$ cat src/rtl/inv_ctrl_pkg.sv
// Shared types and constants for the matrix-inversion stream controller.
package inv_ctrl_pkg;

  localparam int unsigned DEF_DATA_W  = 16;
  localparam int unsigned MAT_W       = 9 * DEF_DATA_W;
  localparam int unsigned DEF_TIMEOUT = 1023;

  typedef enum logic {
    C_IDLE,
    C_RUN
  } core_state_e;

  typedef enum logic [1:0] {
    S_IDLE,
    S_START,
    S_WAIT
  } ser_state_e;

endpackage

$ cat src/rtl/inv_result_fifo2.sv
// Two-entry ping-pong result buffer; head always shows the oldest entry.
module inv_result_fifo2 import inv_ctrl_pkg::*; #(
  parameter int unsigned WIDTH = MAT_W
) (
  input  logic             clk,
  input  logic             rst,
  input  logic             push_i,
  input  logic [WIDTH-1:0] push_data_i,
  input  logic             pop_i,
  output logic [1:0]       count_o,
  output logic [WIDTH-1:0] head_o
);

  logic [WIDTH-1:0] mem_q [2];
  logic             wr_ptr_q;
  logic             rd_ptr_q;
  logic [1:0]       count_q;
  logic             do_push;
  logic             do_pop;

  // Overflow/underflow requests are dropped so pointers never desynchronise
  assign do_push = push_i && (count_q != 2'd2);
  assign do_pop  = pop_i && (count_q != 2'd0);

  // Storage, pointers and occupancy
  always_ff @(posedge clk) begin
    if (!rst) begin
      mem_q[0] <= '0;
      mem_q[1] <= '0;
      wr_ptr_q <= 1'b0;
      rd_ptr_q <= 1'b0;
      count_q  <= 2'd0;
    end else begin
      if (do_push) begin
        mem_q[wr_ptr_q] <= push_data_i;
        wr_ptr_q        <= ~wr_ptr_q;
      end
      if (do_pop) begin
        rd_ptr_q <= ~rd_ptr_q;
      end
      if (do_push && !do_pop) begin
        count_q <= count_q + 2'd1;
      end else if (!do_push && do_pop) begin
        count_q <= count_q - 2'd1;
      end
    end
  end

  assign count_o = count_q;
  assign head_o  = mem_q[rd_ptr_q];

endmodule

$ cat src/rtl/inv_stream_controller.sv
// Sequencer between the 3x3 inversion core and the byte serializer.
// Results are double-buffered so the core can run one matrix ahead of the output.
// Optional watchdog on core completion: define INV_CTRL_TIMEOUT_EN.
module inv_stream_controller import inv_ctrl_pkg::*; #(
  parameter int unsigned DATA_W  = DEF_DATA_W,
  parameter int unsigned TIMEOUT = DEF_TIMEOUT,
  parameter int unsigned CNT_W   = 8
) (
  input  logic                clk,
  input  logic                rst,
  input  logic                req_valid,
  output logic                req_ready,
  output logic                core_start,
  input  logic                core_done,
  input  logic [9*DATA_W-1:0] core_result,
  output logic                ser_start,
  output logic [9*DATA_W-1:0] ser_data,
  input  logic                ser_done,
  output logic                frame_done,
  output logic [CNT_W-1:0]    frames_sent,
  output logic                busy,
  output logic                err_timeout
);

  core_state_e      core_state_q;
  ser_state_e       ser_state_q;
  logic             core_start_q;
  logic             ser_start_q;
  logic             frame_done_q;
  logic [CNT_W-1:0] frames_sent_q;
  logic [1:0]       fifo_count;
  logic             handshake;
  logic             push;
  logic             pop;
  logic             timed_out;

  // Only one core job in flight, so a free slot at launch guarantees room for its result
  assign req_ready = rst && (core_state_q == C_IDLE) && (fifo_count < 2'd2);
  assign handshake = req_valid && req_ready;
  assign push      = (core_state_q == C_RUN) && core_done;
  assign pop       = (ser_state_q == S_WAIT) && ser_done;

  inv_result_fifo2 #(
    .WIDTH(9 * DATA_W)
  ) u_fifo (
    .clk        (clk),
    .rst        (rst),
    .push_i     (push),
    .push_data_i(core_result),
    .pop_i      (pop),
    .count_o    (fifo_count),
    .head_o     (ser_data)
  );

`ifdef INV_CTRL_TIMEOUT_EN
  localparam int unsigned TMR_W = $clog2(TIMEOUT + 1);

  logic [TMR_W-1:0] timer_q;
  logic             err_q;

  // core_done in the cycle where the timer equals TIMEOUT still wins over the abort
  assign timed_out = (core_state_q == C_RUN) && !core_done && (timer_q == TMR_W'(TIMEOUT));

  // Cycles elapsed since core_start, plus the sticky abort flag
  always_ff @(posedge clk) begin
    if (!rst) begin
      timer_q <= '0;
      err_q   <= 1'b0;
    end else begin
      if (handshake) begin
        timer_q <= '0;
      end else if ((core_state_q == C_RUN) && (timer_q != TMR_W'(TIMEOUT))) begin
        timer_q <= timer_q + TMR_W'(1);
      end
      if (timed_out) begin
        err_q <= 1'b1;
      end
    end
  end

  assign err_timeout = err_q;
`else
  assign timed_out   = 1'b0;
  assign err_timeout = 1'b0;
`endif

  // Core launch FSM
  always_ff @(posedge clk) begin
    if (!rst) begin
      core_state_q <= C_IDLE;
      core_start_q <= 1'b0;
    end else begin
      core_start_q <= 1'b0;
      unique case (core_state_q)
        C_IDLE: begin
          if (handshake) begin
            core_state_q <= C_RUN;
            core_start_q <= 1'b1;
          end
        end
        C_RUN: begin
          if (push || timed_out) begin
            core_state_q <= C_IDLE;
          end
        end
        default: core_state_q <= C_IDLE;
      endcase
    end
  end

  // Serializer feed FSM; head entry is held until the serializer reports done
  always_ff @(posedge clk) begin
    if (!rst) begin
      ser_state_q   <= S_IDLE;
      ser_start_q   <= 1'b0;
      frame_done_q  <= 1'b0;
      frames_sent_q <= '0;
    end else begin
      ser_start_q  <= 1'b0;
      frame_done_q <= 1'b0;
      unique case (ser_state_q)
        S_IDLE: begin
          if (fifo_count != 2'd0) begin
            ser_state_q <= S_START;
            ser_start_q <= 1'b1;
          end
        end
        S_START: ser_state_q <= S_WAIT;
        S_WAIT: begin
          if (pop) begin
            ser_state_q   <= S_IDLE;
            frame_done_q  <= 1'b1;
            frames_sent_q <= frames_sent_q + CNT_W'(1);
          end
        end
        default: ser_state_q <= S_IDLE;
      endcase
    end
  end

  assign core_start  = core_start_q;
  assign ser_start   = ser_start_q;
  assign frame_done  = frame_done_q;
  assign frames_sent = frames_sent_q;
  assign busy        = (core_state_q != C_IDLE) || (ser_state_q != S_IDLE) ||
                       (fifo_count != 2'd0);

endmodule

$ cat config.mk
export PLATFORM = sky130hd
export DESIGN_NAME = inv_stream_controller
export DESIGN_NICKNAME = d
export VERILOG_FILES = /design/src/rtl/inv_ctrl_pkg.sv /design/src/rtl/inv_result_fifo2.sv /design/src/rtl/inv_stream_controller.sv
export SDC_FILE = /design/constraint.sdc
export NUM_CORES = 1
export LEC_CHECK = 0
export BUFFER_PORTS_ARGS = -buffer_cell sky130_fd_sc_hd__buf_2
export CAP_MARGIN = 20
export CORE_ASPECT_RATIO = 1.2
export CORE_UTILIZATION = 44
export CTS_BUF_LIST = sky130_fd_sc_hd__clkbuf_2
export CTS_CLUSTER_SIZE = 24
export DETAILED_ROUTE_END_ITERATION = 7
export PLACE_DENSITY = 0.75
export SLEW_MARGIN = 10
export SYNTH_ARGS = -nofsm -noshare
export SYNTH_HDL_FRONTEND = slang
export SYNTH_HIERARCHICAL = 1
export SYNTH_SLANG_ARGS = --single-unit
$ cat constraint.sdc
create_clock -name clk -period 9.1 [get_ports clk]
set_input_delay 1.365 -clock clk [delete_from_list [all_inputs] [get_ports clk]]
set_output_delay 1.365 -clock clk [all_outputs]
set_load 0.05 [all_outputs]
==> run summary, run 1 <==
The first global-routing pass estimated 45.1 mm of wire. The via count of the first global-routing pass came out at 8869. The critical path is of the reg -> out type. TritonCTS built the clock tree. The root buffer cell chosen for the clock tree is sky130_fd_sc_hd__clkbuf_2. The post-synthesis cell type count came out at 37.

Measured on the finished design, the core utilization comes to 53.3%. The post-synthesis sequential element count came out at 307. The leakage power is 0.00638 uW. The flow ran to the end, and the final reports show no timing, DRC or antenna violations. Entering global routing, the biggest net connects 85 pins.

The net count after synthesis is 1168. The final number of hold-violating endpoints is 0. The number of DRC violations after detailed routing is 0.

The number of vias per cell is 4.95. The number of core rows came out at 68. The initial cell density of the core is 45.0%. The actual transition at the worst max-transition pin came out at 1.08 ns. The synthesized netlist devotes 14.2% of its cell area to simple gates.

The fraction of layout instances using a drive strength above 1 came out at 41.9%. The power consumption is 2870 uW. Setup violations remaining at the end of the flow were counted as 0. Sequential cells were found to cover 69.1% of the synthesized design area. Setup repair after global routing left no endpoint under its margin. In this run, the number of DRC markers left after iteration 0 of detailed routing was 596. The hold slack is 0.517 ns. The detailed-route wire length per cell is 16.7 um.

The total congestion overflow came out at 0. The clock skew came out at 0.0894 ns. Port buffering added 305 buffers. The TritonCTS buffer count came out at 74. The async set or reset register ratio after synthesis came out at 0%. During synthesis, Yosys emitted a total of 6 warnings. The maximum fanout count along the critical path is 73. The die outline area is 30400 um^2. The maximum clock frequency is 204 MHz. The share of cell area taken by muxes after synthesis is 12.5%. The clock-pin transition on the worst setup and hold timing paths came out at 0.10 ns. The global-route total usage across every layer is 19.2%. The path class of the tightest hold or removal check is reg -> reg. The longest clock path from root to sink contains 3 buffers. The total number of vias came out at 8834. The growth of design area from synthesis to finish is 18.3%.

The arrival time at the worst endpoint is 3.53 ns. The detailed placer's ending HPWL came out at 17.5 mm. Power spread over the standard cell area amounts to 186 nW/um^2.

The remaining antenna violation count after routing came out at 0. After synthesis, the largest family of logic cells by area is simple AND/OR/NAND/NOR gates. In the synthesized netlist the dominant register cell turns out to be sky130_fd_sc_hd__edfxtp_1. The number of optimization iterations in the first detailed-route pass is 5.

The synthesized netlist devotes 0.766% of its cell area to compound gates. The maximum level of the CTS H-tree is 3. Of the available clock period, the critical path in the final layout requires 53.7%. The worst setup path is captured at an output pin.

In this run the tightest slew margin relative to its limit is 28.0%. For this run, the post-layout net count is 1490. The number of clock sinks seen by CTS is 307.

A synthesized cell averages 12.9 um^2. After clock tree synthesis, the setup repair step added 0 buffers. The parity-gate share of the synthesized area counting xor and xnor cells is 0.335%. After routing, the total negative slack on setup checks comes to 0 ns. For this design the top-level I/O count stands at 307. The die outline height is 191 um. The worst setup path is launched from a flop. The final-layout fill cell count is 2509. The mapped netlist covers 13100 um^2. The number of hold-repair buffers added at the cts stage came out at 0.

The later pin in the worst-skew pair is clocked with a latency of 0.87 ns. The required time of the worst setup path came out at 7.74 ns. The die outline width came out at 159 um.

The clock period minus worst slack came out at 4.89 ns. The fraction of the mapped netlist area in adder cells came out at 0.191%. Once the clock tree was built, the resizer swapped 0 gates to a different size.

Across the VDD grid, the largest voltage drop is 99.8 uV. The number of antenna violations at the first check in global routing came out at 7. After detailed routing, the total wire length is 29.8 mm.

The number of flops mapped to enable cells by yosys came out at 288. The final number of max-transition violations is 0. At the end of routability-driven placement, the weighted congestion stood at 0.766.

The synthesized netlist cell count came out at 1017. The number of max-cap violations came out at 0. The core region area is 29000 um^2.
-- worst paths after layout --
kind / slack, ns / end / depth (start not counted) / from
hold reg to reg: 0.52 / frames_sent[6] / 2 / frames_sent[6]
setup reg to reg: 5.05 / u_fifo/mem_q[1][81] / 4 / u_fifo/count_o[0]
setup / recovery: 4.21 / ser_data[77] / 3 / flop
hold / removal: 0.52 / frames_sent[6] / 2 / frames_sent[6]
-- layout make-up --
type,instances,area (um^2),area share (%)
antenna,7,17.5,0.113
clock buffer,113,566,3.66
clock inverter,15,58.8,0.380
inverter,3,11.3,0.0728
multi-input combinational,640,3690,23.8
sequential,307,9030,58.4
tap,385,482,3.12
timing repair buffer,313,1610,10.4
-- critical path: stages (launching register included) --
cell and delay (ns):
sky130_fd_sc_hd__dfxtp_4 0.99, sky130_fd_sc_hd__buf_4 0.86, sky130_fd_sc_hd__mux2_2 0.43, sky130_fd_sc_hd__buf_2 0.21
-- metrics by stage --
step,worst slack [ns],cells,cell area [um^2]
6_report,4.21,1783,15500
5_1_grt,3.93,1782,15500
4_1_cts,4.04,1775,15400
3_5_place_dp,4.13,1647,14800
3_3_place_gp,4.12,1647,14800
2_1_floorplan,3.51,1017,13100
-- cells by family (layout without fill, tap and decap cells) --
logic type	count (synthesis)	after routing
xor+xnor	5	5
compound gates	17	17
mux	145	145
flops	307	307
fa+ha+maj	2	2
simple gates	470	470
buf+inv	70	444
other cells	1	8
-- sequential cells by signal, indices dropped and copies added (netlist names), named ones only --
name,count
frames_sent,8
frame_done,1
u_fifo/mem_q,288
core_start,1
ser_start,1
core_state_q,1
u_fifo/rd_ptr_q,1
u_fifo/count_o,2
u_fifo/wr_ptr_q,1
ser_state_q,2
-- synthesized netlist by cell type (2+ instances only) --
library cell	instances	share of area, %
sky130_fd_sc_hd__buf_6	6	0.52
sky130_fd_sc_hd__a21boi_0	2	0.11
sky130_fd_sc_hd__nand4_1	2	0.096
sky130_fd_sc_hd__nor4_1	2	0.096
sky130_fd_sc_hd__dfxtp_1	19	2.9
sky130_fd_sc_hd__edfxtp_1	288	66
sky130_fd_sc_hd__nand3_1	2	0.077
sky130_fd_sc_hd__nand2_1	148	4.3
sky130_fd_sc_hd__or3_1	3	0.14
sky130_fd_sc_hd__buf_4	7	0.40
sky130_fd_sc_hd__clkbuf_1	15	0.43
sky130_fd_sc_hd__or4_1	2	0.11
sky130_fd_sc_hd__ha_1	2	0.19
sky130_fd_sc_hd__o21ai_0	5	0.19
sky130_fd_sc_hd__xor2_1	3	0.20
sky130_fd_sc_hd__o31ai_1	2	0.11
sky130_fd_sc_hd__inv_1	3	0.086
sky130_fd_sc_hd__xnor2_1	2	0.13
sky130_fd_sc_hd__buf_2	38	1.5
sky130_fd_sc_hd__a21oi_1	7	0.27
sky130_fd_sc_hd__mux2_2	144	12
sky130_fd_sc_hd__and2_1	5	0.24
sky130_fd_sc_hd__nor2_1	296	8.5
-- where the power goes --
part	total [uW]	leakage (uW)	internal, uW	switching (uW)
clock	845	0.000503	326	519
combinational	395	0.00273	103	292
sequential	1630	0.00315	1610	19.6
-- cell usage in the layout, fill, tap and decap left out, types with 3 or more instances in the layout --
| cell | netlist | routed |
|---|---|---|
| sky130_fd_sc_hd__diode_2 | 0 | 7 |
| sky130_fd_sc_hd__clkinv_1 | 0 | 11 |
| sky130_fd_sc_hd__a21oi_1 | 7 | 7 |
| sky130_fd_sc_hd__nand2_1 | 148 | 146 |
| sky130_fd_sc_hd__xor2_1 | 3 | 3 |
| sky130_fd_sc_hd__mux2_2 | 144 | 144 |
| sky130_fd_sc_hd__inv_1 | 3 | 3 |
| sky130_fd_sc_hd__nor2_1 | 296 | 296 |
| sky130_fd_sc_hd__or3_1 | 3 | 3 |
| sky130_fd_sc_hd__buf_2 | 38 | 304 |
| sky130_fd_sc_hd__edfxtp_1 | 288 | 288 |
| sky130_fd_sc_hd__and2_1 | 5 | 5 |
| sky130_fd_sc_hd__buf_4 | 7 | 8 |
| sky130_fd_sc_hd__o21ai_0 | 5 | 5 |
| sky130_fd_sc_hd__clkbuf_2 | 0 | 113 |
| sky130_fd_sc_hd__dfxtp_1 | 19 | 18 |
-- layer usage --
| layer | track usage (%) | vias to the layer above | routed length (um) |
|---|---|---|---|
| met4 | 9.87 | 0 | 928 |
| met5 | 0 | - | 0 |
| met3 | 4.89 | 61 | 1990 |
| met1 | 21.7 | 4206 | 11200 |
| li1 | - | 4214 | - |
| met2 | 33.7 | 353 | 15700 |
(Power assumes the default switching activity.)
==> run 2, diff against run 1 <==
Settings changed: PLACE_DENSITY 0.75 to 0.78.
Clock period 9.1 ns to 4.4 ns, I/O delays scaled along.
==> run 2 against run 1 <==
  * Highest routed layer is now met5
  * Register-to-register slack worse by 3.0 ns
  * Final cell count increased by 0.39%
  * Largest power group unchanged
  * Setup slack worse by 3.1 ns
  * Combinational power increased by 110%
  * Critical path depth unchanged
==> run summary, run 2 (synthesis results as in run 1) <==
Status: finished clean (unchanged). The routability congestion estimate is 0.783 (was 0.766). The number of vias per cell is 4.97 (was 4.95). The global-route total usage across every layer is 19.5% (was 19.2%). RSZ-0062 raised after global routing: no (unchanged). The number of optimization iterations in the first detailed-route pass was 5 (unchanged). The clock-pin transition on the worst setup and hold timing paths was 0.11 ns (was 0.10 ns). The category of the worst setup path launch point was a flop (unchanged). The fraction of layout instances using a drive strength above 1 came to 41.7% (was 41.9%). The TritonCTS clock tree is built (unchanged). The register bank with the most flops is u_fifo/mem_q (unchanged). The hold slack came out at 0.108 ns (was 0.517 ns). The total power per unit cell area is 391 nW/um^2 (was 186 nW/um^2). The growth of design area from synthesis to finish is 19.6% (was 18.3%). The die outline height is 191 um (unchanged). The post-route setup TNS was 0 ns (unchanged). The classification of the worst setup path is reg -> out (unchanged).

The via count of the first global-routing pass was 9126 (was 8869). The total congestion overflow is 0 (unchanged). The final number of hold-violating endpoints is 0 (unchanged). The maximum fanout count along the critical path was 34 (was 73). The final number of max-transition violations is 0 (unchanged).

The fraction of the cycle the final worst path needs came out at 75.8%. The clock skew is 0.0701 ns (was 0.0894 ns). The latest clock arrival within the worst-skew pair came out at 0.86 ns (was 0.87 ns). The post-CTS setup buffer count came out at 0 (unchanged). The die outline area is 30400 um^2 (unchanged). The detailed-route wire length per cell came to 16.7 um (about the same). The maximum count of clock buffers along a single path came out at 3 (unchanged).

The initial cell density of the core is 45.0% (unchanged). The maximum level of the CTS H-tree is 3 (unchanged). The total number of vias is 8893 (was 8834). The arrival time at the worst endpoint is 2.67 ns (was 3.53 ns). The die outline width is 159 um (unchanged).

The element type at the critical path end is an output pin (unchanged). The wire length of the first global-routing pass is 46.2 mm (was 45.1 mm). The detailed placer's ending HPWL came out at 17.5 mm (about the same). The type of the tightest min-delay check was in -> reg (was reg -> reg). The core region area is 29000 um^2 (unchanged). The critical path's slowest cell is sky130_fd_sc_hd__dfxtp_4 (unchanged).

The actual transition at the worst max-transition pin came out at 1.01 ns (was 1.08 ns). Commonest cells after routing, fill and taps aside: sky130_fd_sc_hd__buf_2, sky130_fd_sc_hd__nor2_1, sky130_fd_sc_hd__edfxtp_1, sky130_fd_sc_hd__nand2_1, sky130_fd_sc_hd__mux2_2 (unchanged). The number of core rows is 68 (unchanged). The required time of the worst setup path came out at 3.74 ns (was 7.74 ns). The number of buffers added on ports came out at 305 (unchanged). The number of DRC violations after detailed routing came out at 0 (unchanged).

The clock tree root driver cell is sky130_fd_sc_hd__clkbuf_2 (unchanged). The leakage power came out at 0.00644 uW (was 0.00638 uW). The worst voltage drop across the vdd grid came to 232 uV (was 99.8 uV). The relative slew slack came out at 32.9% (was 28.0%). The maximum clock frequency came out at 300 MHz. The count of boundary I/O pins is 307 (unchanged). The largest net degree at the start of global routing came to 146 (was 85).

Cells along the critical path: buf_4 > mux2_2 > buf_2 (unchanged). The final count of negative-setup-slack endpoints is 0 (unchanged). The total routed wirelength was 30.0 mm (was 29.8 mm). The flip-flop count of the largest register after layout is 288 (unchanged). The number of max-cap violations is 0 (unchanged). The most frequent standard cell in the layout excluding fill and tap cells is sky130_fd_sc_hd__buf_2 (unchanged).

The TritonCTS buffer count came out at 74 (unchanged). The count of routing violations after the opening detailed-route iteration is 697 (was 596). The final net count came out at 1494 (was 1490). The number of antenna violations at the first check in global routing is 9 (was 7). The remaining antenna violation count after routing is 0 (unchanged). The worst stage delay on the critical path came out at 0.67 ns (was 0.99 ns).

The smallest clock period supported by the final layout is computed as 3.33 ns. The number of clock sinks seen by CTS is 307 (unchanged).
==> run 2: area by class of cell <==
cell class,instances,area (um^2)
Antenna cell,8,20.0
Clock buffer,103,515
Clock inverter,27,186
Fill cell,2500,13400
Inverter,3,11.3
Multi-Input combinational cell,640,3690
Sequential cell,307,9030
Tap cell,385,482
Timing Repair Buffer,317,1690
==> run 2: path summary, 6_finish.rpt <==
path	startpoint	to	slack (ns)	cells after the start
setup / recovery	flop	ser_data[0]	1.07	3
hold / removal	core_done	core_state_q	0.11	4
setup reg to reg	core_state_q	u_fifo/mem_q[1][142]	2.06	4
hold reg to reg	frames_sent[7]	frames_sent[7]	0.51	2
==> run 2: power by group <==
part           switching (uW)  total [uW]  internal, uW
clock network            1100        1910           811
registers                39.2        3370          3340
logic                     604         822           218
total                    1750        6110          4360
==> run 2: metal layers <==
metal  routed length (um)  track usage, %  vias to the layer above
met1                11300            21.8                     4266
li1                     -               -                     4229
met4                  921            10.0                        2
met2                15800            34.3                      332
met5                   10               0                        -
met3                 1900            5.31                       64
==> run 2: what timing repair did <==
action | 4_1_cts | 5_1_grt
gates resized for setup | 0 | 0
hold buffers | 3 | 0
endpoints found under the hold margin | 5 | 0
==> run 2: critical path, delay by kind of cell (launching register included) <==
family	cells	cell delay (ns)
buffers and inverters	2	0.72
flip-flops	1	0.67
multiplexers	1	0.41
==> run 2: metrics by stage <==
step                cell area, um^2  total power [uW]  setup slack, ns  util [%]  std cells
finish                        15600              6110             1.07      53.9       1790
global route                  15600              6400            0.856      53.9       1789
CTS                           15600              6200            0.913      53.8       1782
detailed placement            14900              4270             1.48      51.3       1649
global placement              14900              4250             1.50      51.3       1649
floorplan                     13100              4040           -0.480         -       1017
==> run 3, diff against run 2 <==
Settings changed: ABC_AREA from default to 1, PLACE_DENSITY 0.78 to 0.75.
Clock period 4.4 ns to 3.1 ns, I/O delays scaled along.
==> run 3 against run 2 <==
  * Sequential power up 40%
  * Count of clock-buffer cells in the layout up 3
  * Clock skew down 0.012 ns
  * Combinational power up 33%
  * Flip-flop and latch count unchanged
==> run summary, run 3 <==
The total power per unit cell area came out at 484 nW/um^2 (was 391 nW/um^2). The final number of max-transition violations is 0 (unchanged). The maximum level of the CTS H-tree came out at 3 (unchanged). Commonest cells after routing, fill and taps aside: sky130_fd_sc_hd__nor2_1, sky130_fd_sc_hd__buf_2, sky130_fd_sc_hd__edfxtp_1, sky130_fd_sc_hd__inv_1, sky130_fd_sc_hd__dlygate4sd3_1 (was sky130_fd_sc_hd__buf_2, sky130_fd_sc_hd__nor2_1, sky130_fd_sc_hd__edfxtp_1, sky130_fd_sc_hd__nand2_1, sky130_fd_sc_hd__mux2_2). Dividing the final minimum period by the clock period gives 91.1%. The number of core rows is 68 (unchanged). The worst stage delay on the critical path was 0.65 ns (was 0.67 ns).

The actual transition at the worst max-transition pin is 0.899 ns (was 1.01 ns). The average footprint of a synthesized cell is 12.5 um^2 (was 12.9 um^2). The number of max-cap violations came out at 0 (unchanged). Status: finished clean (unchanged). The share of the synthesized area in the top cell type is 66.1% (was 66.2%). The dominant cell by count in the synthesized netlist is sky130_fd_sc_hd__nor2_1 (unchanged). The total instance count after detailed placement was 1700 (was 1649). The arrival time at the worst endpoint was 2.36 ns (was 2.67 ns).

The clock-pin transition on the worst setup and hold timing paths came out at 0.10 ns (was 0.11 ns). The maximum fanout count along the critical path is 20 (was 34). RSZ-0062 raised after global routing: no (unchanged).

The worst voltage drop across the vdd grid came out at 310 uV (was 232 uV). The TritonCTS buffer count came out at 76 (was 74). The TritonCTS clock tree is built (unchanged).

The required time of the worst setup path was 2.63 ns (was 3.74 ns). The element type at the critical path end is an output pin (unchanged). The detailed-route wire length per cell is 16.1 um (was 16.7 um). The global-route total usage across every layer came out at 20.7% (was 19.5%). The maximum clock frequency came out at 354 MHz. The remaining antenna violation count after routing is 0 (unchanged). The total congestion overflow was 0 (unchanged). The sequential element share of the synthesized area came out at 69.0% (was 69.1%). The combined area of all synthesized cells came out at 13100 um^2 (about the same). The maximum count of clock buffers along a single path is 3 (unchanged). The final number of hold-violating endpoints was 0 (unchanged).

The via count of the first global-routing pass came to 10000 (was 9126). The final net count is 1693 (was 1494). The utilization after layout is 59.5% (was 53.9%). The synthesized-area fraction occupied by ao, oa, aoi and oai cells came out at 0.411% (was 0.766%). The wire length of the first global-routing pass came out at 49.1 mm (was 46.2 mm). The largest net degree at the start of global routing came out at 146 (unchanged).

The count of non-filler cells in the finished layout came out at 1978 (was 1790). The number of clock sinks seen by CTS was 307 (unchanged). The share of cell area taken by muxes after synthesis came out at 12.4% (was 12.5%). The die outline width is 159 um (about the same). The type of the tightest min-delay check is in -> reg (unchanged). The die outline height came out at 191 um (about the same). The core region area was 29000 um^2 (unchanged).

The post-synthesis sequential element count is 307 (unchanged). The post-synthesis cell type count is 27 (was 37). The relative slew slack is 40.1% (was 32.9%). The number of vias per cell is 4.79 (was 4.97).

The routability congestion estimate was 0.764 (was 0.783). The category of the worst setup path launch point was a flop (unchanged). The clock tree root driver cell is sky130_fd_sc_hd__clkbuf_2 (unchanged).

The critical path's slowest cell is sky130_fd_sc_hd__dfxtp_4 (unchanged). The growth of design area from synthesis to finish is 31.8% (was 19.6%). Subtracting the final worst setup slack from the clock period gives 2.82 ns. The top cell type by total area after synthesis is sky130_fd_sc_hd__edfxtp_1 (unchanged). The number of DRC violations after detailed routing is 0 (unchanged). The post-route setup TNS came out at 0 ns (unchanged). The power consumption came out at 8350 uW (was 6110 uW). The leakage power came out at 0.00795 uW (was 0.00644 uW). The clock skew was 0.0583 ns (was 0.0701 ns). The die outline area is 30400 um^2 (about the same). The net count after synthesis is 1195 (was 1168). The latest clock arrival within the worst-skew pair is 0.84 ns (was 0.86 ns). The total number of vias is 9479 (was 8893). The fraction of the mapped netlist area in adder cells is 0.191% (about the same). The count of routing violations after the opening detailed-route iteration is 470 (was 697). Largest cells by area after synthesis: sky130_fd_sc_hd__edfxtp_1, sky130_fd_sc_hd__mux2_2, sky130_fd_sc_hd__nor2_1 (unchanged). The post-synthesis share of cell area spent on and, or, nand and nor gates is 10.8% (was 14.2%). The async set or reset register ratio after synthesis came out at 0% (unchanged). The gate family responsible for the most delay along the worst path was flip-flops (was buffers and inverters).

The combinational family with the most area after synthesis is multiplexers (was simple AND/OR/NAND/NOR gates). The initial cell density of the core was 45.1% (was 45.0%). The final count of negative-setup-slack endpoints is 0 (unchanged). The total routed wirelength is 31.8 mm (was 30.0 mm). The fraction of layout instances using a drive strength above 1 came out at 37.2% (was 41.7%). The worst path buffer plus inverter count is 2 (unchanged). The count of synthesis-stage warnings from yosys came out at 6 (unchanged).

The classification of the worst setup path is reg -> out (unchanged). The number of flops mapped to enable cells by yosys is 288 (unchanged). The primary flip-flop cell chosen by synthesis mapping is sky130_fd_sc_hd__edfxtp_1 (unchanged). The number of buffers added on ports came out at 305 (unchanged). The flip-flop count of the largest register after layout came out at 288 (unchanged).

The register bank with the most flops is u_fifo/mem_q (unchanged). Cells along the critical path: buf_4 > mux2_2 > buf_2 (unchanged). The synthesized netlist cell count is 1044 (was 1017).

The number of optimization iterations in the first detailed-route pass is 5 (unchanged). The number of antenna violations at the first check in global routing came to 7 (was 9). The hold slack was 0.415 ns (was 0.108 ns). The detailed placer's ending HPWL is 18.0 mm (was 17.5 mm). Most common library cells after synthesis: sky130_fd_sc_hd__nor2_1, sky130_fd_sc_hd__edfxtp_1, sky130_fd_sc_hd__inv_1 (was sky130_fd_sc_hd__nor2_1, sky130_fd_sc_hd__edfxtp_1, sky130_fd_sc_hd__nand2_1). The parity-gate share of the synthesized area counting xor and xnor cells came out at 0% (was 0.335%). The most frequent standard cell in the layout excluding fill and tap cells is sky130_fd_sc_hd__nor2_1 (was sky130_fd_sc_hd__buf_2). The count of boundary I/O pins was 307 (unchanged).
[run 3: cell count changes after synthesis, sizes merged, moves of 3 or more]
cell | before | now
clkbuf | 15 | 1
nor2 | 296 | 315
and2 | 5 | 0
nand2 | 148 | 29
or3 | 4 | 0
xor2 | 3 | 0
inv | 3 | 167
a21oi | 7 | 2
nand3 | 2 | 14
[run 3: power breakdown]
part / switching [uW] / total [uW] / leakage, uW / internal [uW]
sequential: 48.5 / 4730 / 0.00313 / 4680
combinational: 709 / 1090 / 0.00433 / 376
clock: 1540 / 2530 / 0.000486 / 988
total: 2300 / 8350 / 0.00795 / 6050
[run 3: cell type report]
cell class                 instances  area [um^2]
antenna                            6         15.0
multi-input combinational        519         3170
sequential                       307         9030
tap                              385          482
clock buffer                     106          531
inverter                         167          629
clock inverter                    17         93.8
fill                            2247        11800
timing repair buffer             471         3300
[run 3: metrics by stage]
step,cell area [um^2],setup WS [ns]
global route,17200,0.124
floorplan,13100,0.385
finish,17200,0.277
CTS,17200,0.148
global placement,15100,0.911
detailed placement,15100,0.888
[run 3: path summary, 6_finish.rpt]
| path | slack, ns | endpoint | start | cells past startpoint |
|---|---|---|---|---|
| setup / recovery | 0.28 | ser_data[34] | flop | 3 |
| hold / removal | 0.41 | core_start | req_valid | 4 |
| setup reg to reg | 1.00 | u_fifo/mem_q[1][10] | u_fifo/count_o[1] | 6 |
| hold reg to reg | 0.51 | flop | u_fifo/rd_ptr_q | 2 |
[run 3: cells by family (layout without fill, tap and decap cells)]
group	Yosys count	after routing
flip-flops	307	307
multiplexers	144	144
adder cells (fa/ha/maj)	2	2
other	1	7
buffers and inverters	218	761
AND/OR/NAND/NOR	363	363
AO/OA/AOI/OAI	9	9
[run 3: timing repair]
item,CTS,global route
resized for setup,0,0
setup endpoints to repair,11,0
hold buffers,148,0
endpoints found under the hold margin,302,0
setup buffers,1,0
[run 3: tightest hold or removal path: stages]
cell                            delay [ns]
sky130_fd_sc_hd__dlygate4sd3_1        0.52
sky130_fd_sc_hd__buf_2                0.10
sky130_fd_sc_hd__nand2_1              0.08
sky130_fd_sc_hd__inv_2                0.06
[run 3: per-layer routing]
metal  global-route usage [%]  up-vias  part of all wire, %
li1                         -     4456                    -
met1                     21.4     4553                   37
met2                     37.9      359                   53
met3                     4.97      109                  5.9
met4                     13.0        2                  4.9
met5                        0        -                0.041
